--- src/rtl/multicycle_control.sv ---
// multicycle_control: control FSM for a multicycle RV32I-style datapath.
// Decodes the opcode into an instruction class in DECODE, latches it, and
// drives datapath strobes/selects from state plus latched class.
// Optional build macro MULTICYCLE_CONTROL_MEM_WAIT_EN: when defined, FETCH
// and MEM wait on mem_ready; when undefined, mem_ready is treated as 1.
//
//   state  | meaning
//   -------+------------------------------------------------------------
//   FETCH  | read instruction memory; advance when memory ready, not halted
//   DECODE | classify opcode, latch class (ILLEGAL goes to TRAP)
//   EXEC   | ALU operation; branches retire here
//   MEM    | data memory access for LOAD/STORE; STORE retires here
//   WB     | register file write-back; retires instruction
//   TRAP   | illegal opcode seen; all strobes off until rst
module multicycle_control (
  input  logic       clk,
  input  logic       rst,
  input  logic [6:0] opcode,
  input  logic       halt,
  input  logic       mem_ready,
  output logic [2:0] state,
  output logic       ir_write,
  output logic       pc_write,
  output logic       pc_cond,
  output logic       pc_jump,
  output logic       mem_read,
  output logic       mem_write,
  output logic       reg_write,
  output logic       alu_src,
  output logic       mem_to_reg,
  output logic       jump,
  output logic       jalr,
  output logic       uimm,
  output logic       lui,
  output logic [1:0] alu_op,
  output logic       instr_done,
  output logic       illegal
);

  typedef enum logic [2:0] {
    S_FETCH  = 3'd0,
    S_DECODE = 3'd1,
    S_EXEC   = 3'd2,
    S_MEM    = 3'd3,
    S_WB     = 3'd4,
    S_TRAP   = 3'd7
  } state_t;

  typedef enum logic [3:0] {
    C_R, C_I, C_LOAD, C_STORE, C_JAL, C_JALR, C_BRANCH, C_LUI, C_AUIPC, C_ILLEGAL
  } class_t;

  state_t state_q, next_state;
  class_t cls_q, dec_cls;
  logic   illegal_q;
  logic   mem_ok;

`ifdef MULTICYCLE_CONTROL_MEM_WAIT_EN
  assign mem_ok = mem_ready;
`else
  // Port kept for a uniform interface; memory is assumed single-cycle.
  logic unused_mem_ready;
  assign unused_mem_ready = mem_ready;
  assign mem_ok = 1'b1;
`endif

  assign state   = state_q;
  assign illegal = illegal_q;

  // Opcode to instruction class.
  always_comb begin
    dec_cls = C_ILLEGAL;
    case (opcode)
      7'd51:   dec_cls = C_R;
      7'd19:   dec_cls = C_I;
      7'd3:    dec_cls = C_LOAD;
      7'd35:   dec_cls = C_STORE;
      7'd111:  dec_cls = C_JAL;
      7'd103:  dec_cls = C_JALR;
      7'd99:   dec_cls = C_BRANCH;
      7'd55:   dec_cls = C_LUI;
      7'd23:   dec_cls = C_AUIPC;
      default: dec_cls = C_ILLEGAL;
    endcase
  end

  // State, latched class and sticky illegal flag.
  always_ff @(posedge clk) begin
    if (rst) begin
      state_q   <= S_FETCH;
      cls_q     <= C_R;
      illegal_q <= 1'b0;
    end else begin
      state_q <= next_state;
      if (state_q == S_DECODE) begin
        cls_q <= dec_cls;
        if (dec_cls == C_ILLEGAL) illegal_q <= 1'b1;
      end
    end
  end

  // Next state and datapath controls from state and latched class.
  always_comb begin
    next_state = state_q;
    ir_write   = 1'b0;
    pc_write   = 1'b0;
    pc_cond    = 1'b0;
    pc_jump    = 1'b0;
    mem_read   = 1'b0;
    mem_write  = 1'b0;
    reg_write  = 1'b0;
    alu_src    = 1'b0;
    mem_to_reg = 1'b0;
    jump       = 1'b0;
    jalr       = 1'b0;
    uimm       = 1'b0;
    lui        = 1'b0;
    alu_op     = 2'b00;
    instr_done = 1'b0;
    case (state_q)
      S_FETCH: begin
        mem_read = 1'b1;
        if (mem_ok && !halt) begin
          ir_write   = 1'b1;
          pc_write   = 1'b1;
          next_state = S_DECODE;
        end
      end
      S_DECODE: begin
        next_state = (dec_cls == C_ILLEGAL) ? S_TRAP : S_EXEC;
      end
      S_EXEC: begin
        next_state = S_WB;
        case (cls_q)
          C_R: alu_op = 2'b10;
          C_I: begin
            alu_op  = 2'b11;
            alu_src = 1'b1;
          end
          C_LOAD, C_STORE: begin
            alu_src    = 1'b1;
            next_state = S_MEM;
          end
          C_AUIPC: alu_src = 1'b1;
          C_BRANCH: begin
            alu_op     = 2'b01;
            pc_cond    = 1'b1;
            instr_done = 1'b1;
            next_state = S_FETCH;
          end
          C_JAL: begin
            pc_jump = 1'b1;
            jump    = 1'b1;
          end
          C_JALR: begin
            alu_op  = 2'b11;
            alu_src = 1'b1;
            pc_jump = 1'b1;
            jump    = 1'b1;
            jalr    = 1'b1;
          end
          C_LUI: next_state = S_WB;
          default: next_state = S_FETCH;
        endcase
      end
      S_MEM: begin
        mem_read  = (cls_q == C_LOAD);
        mem_write = (cls_q == C_STORE);
        if (mem_ok) begin
          if (cls_q == C_LOAD) begin
            next_state = S_WB;
          end else begin
            instr_done = 1'b1;
            next_state = S_FETCH;
          end
        end
      end
      S_WB: begin
        reg_write  = 1'b1;
        mem_to_reg = (cls_q == C_LOAD);
        lui        = (cls_q == C_LUI);
        uimm       = (cls_q == C_AUIPC);
        jump       = (cls_q == C_JAL) || (cls_q == C_JALR);
        jalr       = (cls_q == C_JALR);
        instr_done = 1'b1;
        next_state = S_FETCH;
      end
      S_TRAP: next_state = S_TRAP;
      default: next_state = S_FETCH;
    endcase
  end

endmodule

--- config.mk ---
export PLATFORM = sky130hd
export DESIGN_NAME = multicycle_control
export DESIGN_NICKNAME = d
export VERILOG_FILES = /design/src/rtl/multicycle_control.sv
export SDC_FILE = /design/constraint.sdc
export NUM_CORES = 1
export LEC_CHECK = 0
export ABC_AREA = 1
export CORE_ASPECT_RATIO = 1.25
export CORE_MARGIN = 10
export CORE_UTILIZATION = 39
export CTS_BUF_LIST = sky130_fd_sc_hd__clkbuf_8
export CTS_CLUSTER_DIAMETER = 60
export CTS_CLUSTER_SIZE = 12
export DETAILED_ROUTE_END_ITERATION = 8
export HOLD_SLACK_MARGIN = 0.1
export PLACE_DENSITY = 0.88
export SYNTH_ARGS = -nofsm -noshare
export SYNTH_HDL_FRONTEND = slang
export SYNTH_SLANG_ARGS = --single-unit
--- constraint.sdc ---
create_clock -name clk -period 1.1 [get_ports clk]
set_input_delay 0.275 -clock clk [delete_from_list [all_inputs] [get_ports clk]]
set_output_delay 0.275 -clock clk [all_outputs]
set_load 0.01 [all_outputs]
==> summary.md <==
| Metric | Value |
|---|---|
| HP Class | register to register |
| Post-synthesis sequential area ratio | 21.92% |
| CP peak stage delay | 390 ps |
| Post-DP HPWL | 2280 um |
| DR DRC count | 0 |
| Largest net degree at the start of global routing | 7 |
| Largest delay share family, worst path | buffers and inverters |
| Violated checks | setup timing |
| Final Hold Fails | 0 |
| First-pass GRT wire length | about 5600 um |
| Worst slew pin tran | 283.2 ps |
| Worst Skew | 10.35 ps |
| Worst rel slew slack | between 80% and 90% |
| IO Count | 31 |
| R2R Path Start | state[1] |
| Synth cell types | 26 |
| Syn Area/Cell | 5.846 um^2 |
| Layout cell share with drive strength beyond 1 | 75.76% |
| Hold wc startpoint | illegal |
| Vias after detailed routing | approximately 1,200 |
| Leakage | 0.0007774 uW |
| Core Rows | 17 |
| Die ar. | about 0.004 mm^2 |
| Setup crit end kind | output port |
| Clock-pin slew on the worst setup and hold paths | 50 ps |
| Min cycle time layout | 1754 ps |
| Final setup vio count | 26 |
| RR Endpoint | state[0] |
| Initial antenna violation count | 0 |
| Dpl cells | between 150 and 200 |
| Setup TNS | -10,910 ps |
| Total grt overflow | 0 |
| Worst skew pair latency | 250 ps |
| Gr usage total | 18.21% |
| Max Fclk | 0.5700 GHz |
| Synth Warn # | 0 |
| # clock sinks | 8 |
| DIE HEIGHT | 68.40 um |
| Tcrit/Tclk final | 159.5% |
| Nets | 210 |
| Post-layout total power | 4246 uW |
| Drt wl/cell | 20.33 um |
| CP required | approximately 820 ps |
| Worst R2R Setup Slack | -620 ps |
| ANT cells | 0 |
| Final Non-Filler Cells | about 220 |
| CTS H-tree lvls | 1 |
| WL final | roughly 4400 um |
| Kind of critical path | register to output port |
| Vias in the first global route | 1,187 |
| Crit Path Max Fanout | 4 |
| Die Wd | slightly below 60 um |
| GP Congestion | 0.8959 |
| Routed vias/inst | 5.719 |
| # hold bufs at CTS | 0 |
| Port Buffer Count | 29 |
| Worst Hold Path EP | illegal |
| Hold Crit Depth | 2 |
| RSZ-0062 raised after global routing | yes |
| Syn_nets | 136 |
| Synthesized area | ~730 um^2 |
| Critical path, cell by cell | inv_4 -> nor3_4 -> inv_2 -> buf_6 -> o21ai_2 -> buf_2 |
| Setup ws final | -654.5 ps |
| Maxcap violations | 0 |
| Final Max Slew Viols | 0 |
| Slowest-stage cell, CP | dfxtp_4 |
| Area Growth Syn to Fin | 124.5% |
| Remaining antenna violation count | 0 |
| Critical path data arrival time | about 1500 ps |
| Status | finished with violations |
| Power Density | 2589 mW/mm^2 |
| Detailed Route Iter0 Violations | 110 |
| Synth Instances | 125 |
| CTS tree | yes |
| CTS root buf | clkbuf_8 |
| Crit path buffers/inverters | 4 |
| Clock Path Buffers | 2 |
| CTS buffer count | 3 |
| Max VDD drop | 1.842 mV |
| TritonRoute pass-1 iters | 4 |
| Core area | 0.001765 mm^2 |
| Initial Utilization | approximately 41% |
| Setup crit start kind | register |
| FF-to-FF path depth | 10 |
| Synthesis-stage register bit count | 8 |
## timing repair
item,4_1_cts,5_1_grt
endpoints found under the setup margin,28,28
pin swaps,29,18
buffers inserted,11,10
resized for setup,145,38
gates cloned,0,0
## sequential cells by signal (all words and copies together), names as in the netlist
| register | flops |
|---|---|
| cls_q | 4 |
| state | 3 |
| illegal | 1 |
## power breakdown
group          leakage [uW]  internal (uW)  switching [uW]
clock             0.0000269            244             142
sequential        0.0000693            465             207
combinational      0.000681           1480            1700
## per-stage QoR
| stage | util (%) | setup WS [ps] | instance area, um^2 | hold WS (ps) |
|---|---|---|---|---|
| floorplan | - | -202.4 | 818.3 | 332.6 |
| global placement | 74.34 | -651.9 | 1313 | 434.0 |
| detailed placement | 74.34 | -735.9 | 1313 | 442.4 |
| CTS | 83.70 | -548.3 | 1478 | 451.1 |
| global route | 92.91 | -735.7 | 1640 | 482.7 |
| finish | 92.91 | -654.5 | 1640 | 458.9 |
## cells in the final DEF (no fill, tap or decap), drive strengths merged, types with 2 or more instances in the layout
cell | Yosys | routed
inv | 23 | 23
buf | 1 | 65
o21ai | 4 | 4
dfxtp | 8 | 8
nand3 | 9 | 9
clkbuf | 0 | 6
clkdlybuf4s50 | 0 | 2
nand2 | 34 | 34
nand4 | 2 | 2
a21oi | 9 | 9
nor3 | 4 | 4
nor2 | 24 | 24
## cell families (layout without fill, tap and decap cells)
logic type	count (synthesis)	in the layout	share of synthesized area, %
AO/OA/AOI/OAI	17	17	14.04
buffers and inverters	24	97	12.84
AND/OR/NAND/NOR	76	76	51.20
flip-flops	8	8	21.92
## how the worst max path moves through the flow
| stage | startpoint | endpoint | slack (ps) | cells after the start |
|---|---|---|---|---|
| after floorplan | state[1] | jalr | -200 | 6 |
| after global placement | state[0] | jalr | -650 | 5 |
| after detailed placement | cls_q[1] | alu_src | -740 | 4 |
| after CTS | state[1] | jalr | -550 | 6 |
| after global routing | state[1] | pc_jump | -740 | 6 |
| final | state[1] | alu_op[0] | -650 | 6 |
## cells in the mapped netlist, drive strengths merged
cell / count / area [um^2]
nand2: 34 / 142.6
nor2: 24 / 117.6
inv: 23 / 86.33
a21oi: 9 / 48.80
nand3: 9 / 55.05
dfxtp: 8 / 160.2
nor3: 4 / 25.02
o21ai: 4 / 23.77
nand4: 2 / 12.51
a211oi: 1 / 7.510
a31oi: 1 / 6.260
a41oi: 1 / 8.760
and2: 1 / 6.260
buf: 1 / 7.510
nor4: 1 / 6.260
o211ai: 1 / 7.510
or2: 1 / 8.760
## tightest hold or removal path, cell delays in order, from the launching register on
cell     delay [ps]
dfxtp_1         310
inv_1            60
a21oi_2          50
## area by class of cell
| type | count | area [um^2] |
|---|---|---|
| tap | 19 | 23.77 |
| sequential | 8 | 177.7 |
| fill | 61 | 125.1 |
| inverter | 23 | 101.3 |
| clock buffer | 3 | 41.29 |
| multi-input combinational | 93 | 752.0 |
| timing repair buffer | 70 | 540.5 |
| clock inverter | 1 | 3.754 |
## routing by layer
| metal | wire, um | global-route usage, % | vias to the layer above |
|---|---|---|---|
| met3 | 383 | 4.444 | 32 |
| met2 | 2249 | 36.84 | 87 |
| li1 | - | - | 545 |
| met5 | 0 | 0 | - |
| met1 | 1480 | 15.97 | 577 |
| met4 | 297 | 9.483 | 0 |
(Power assumes the default switching activity.)
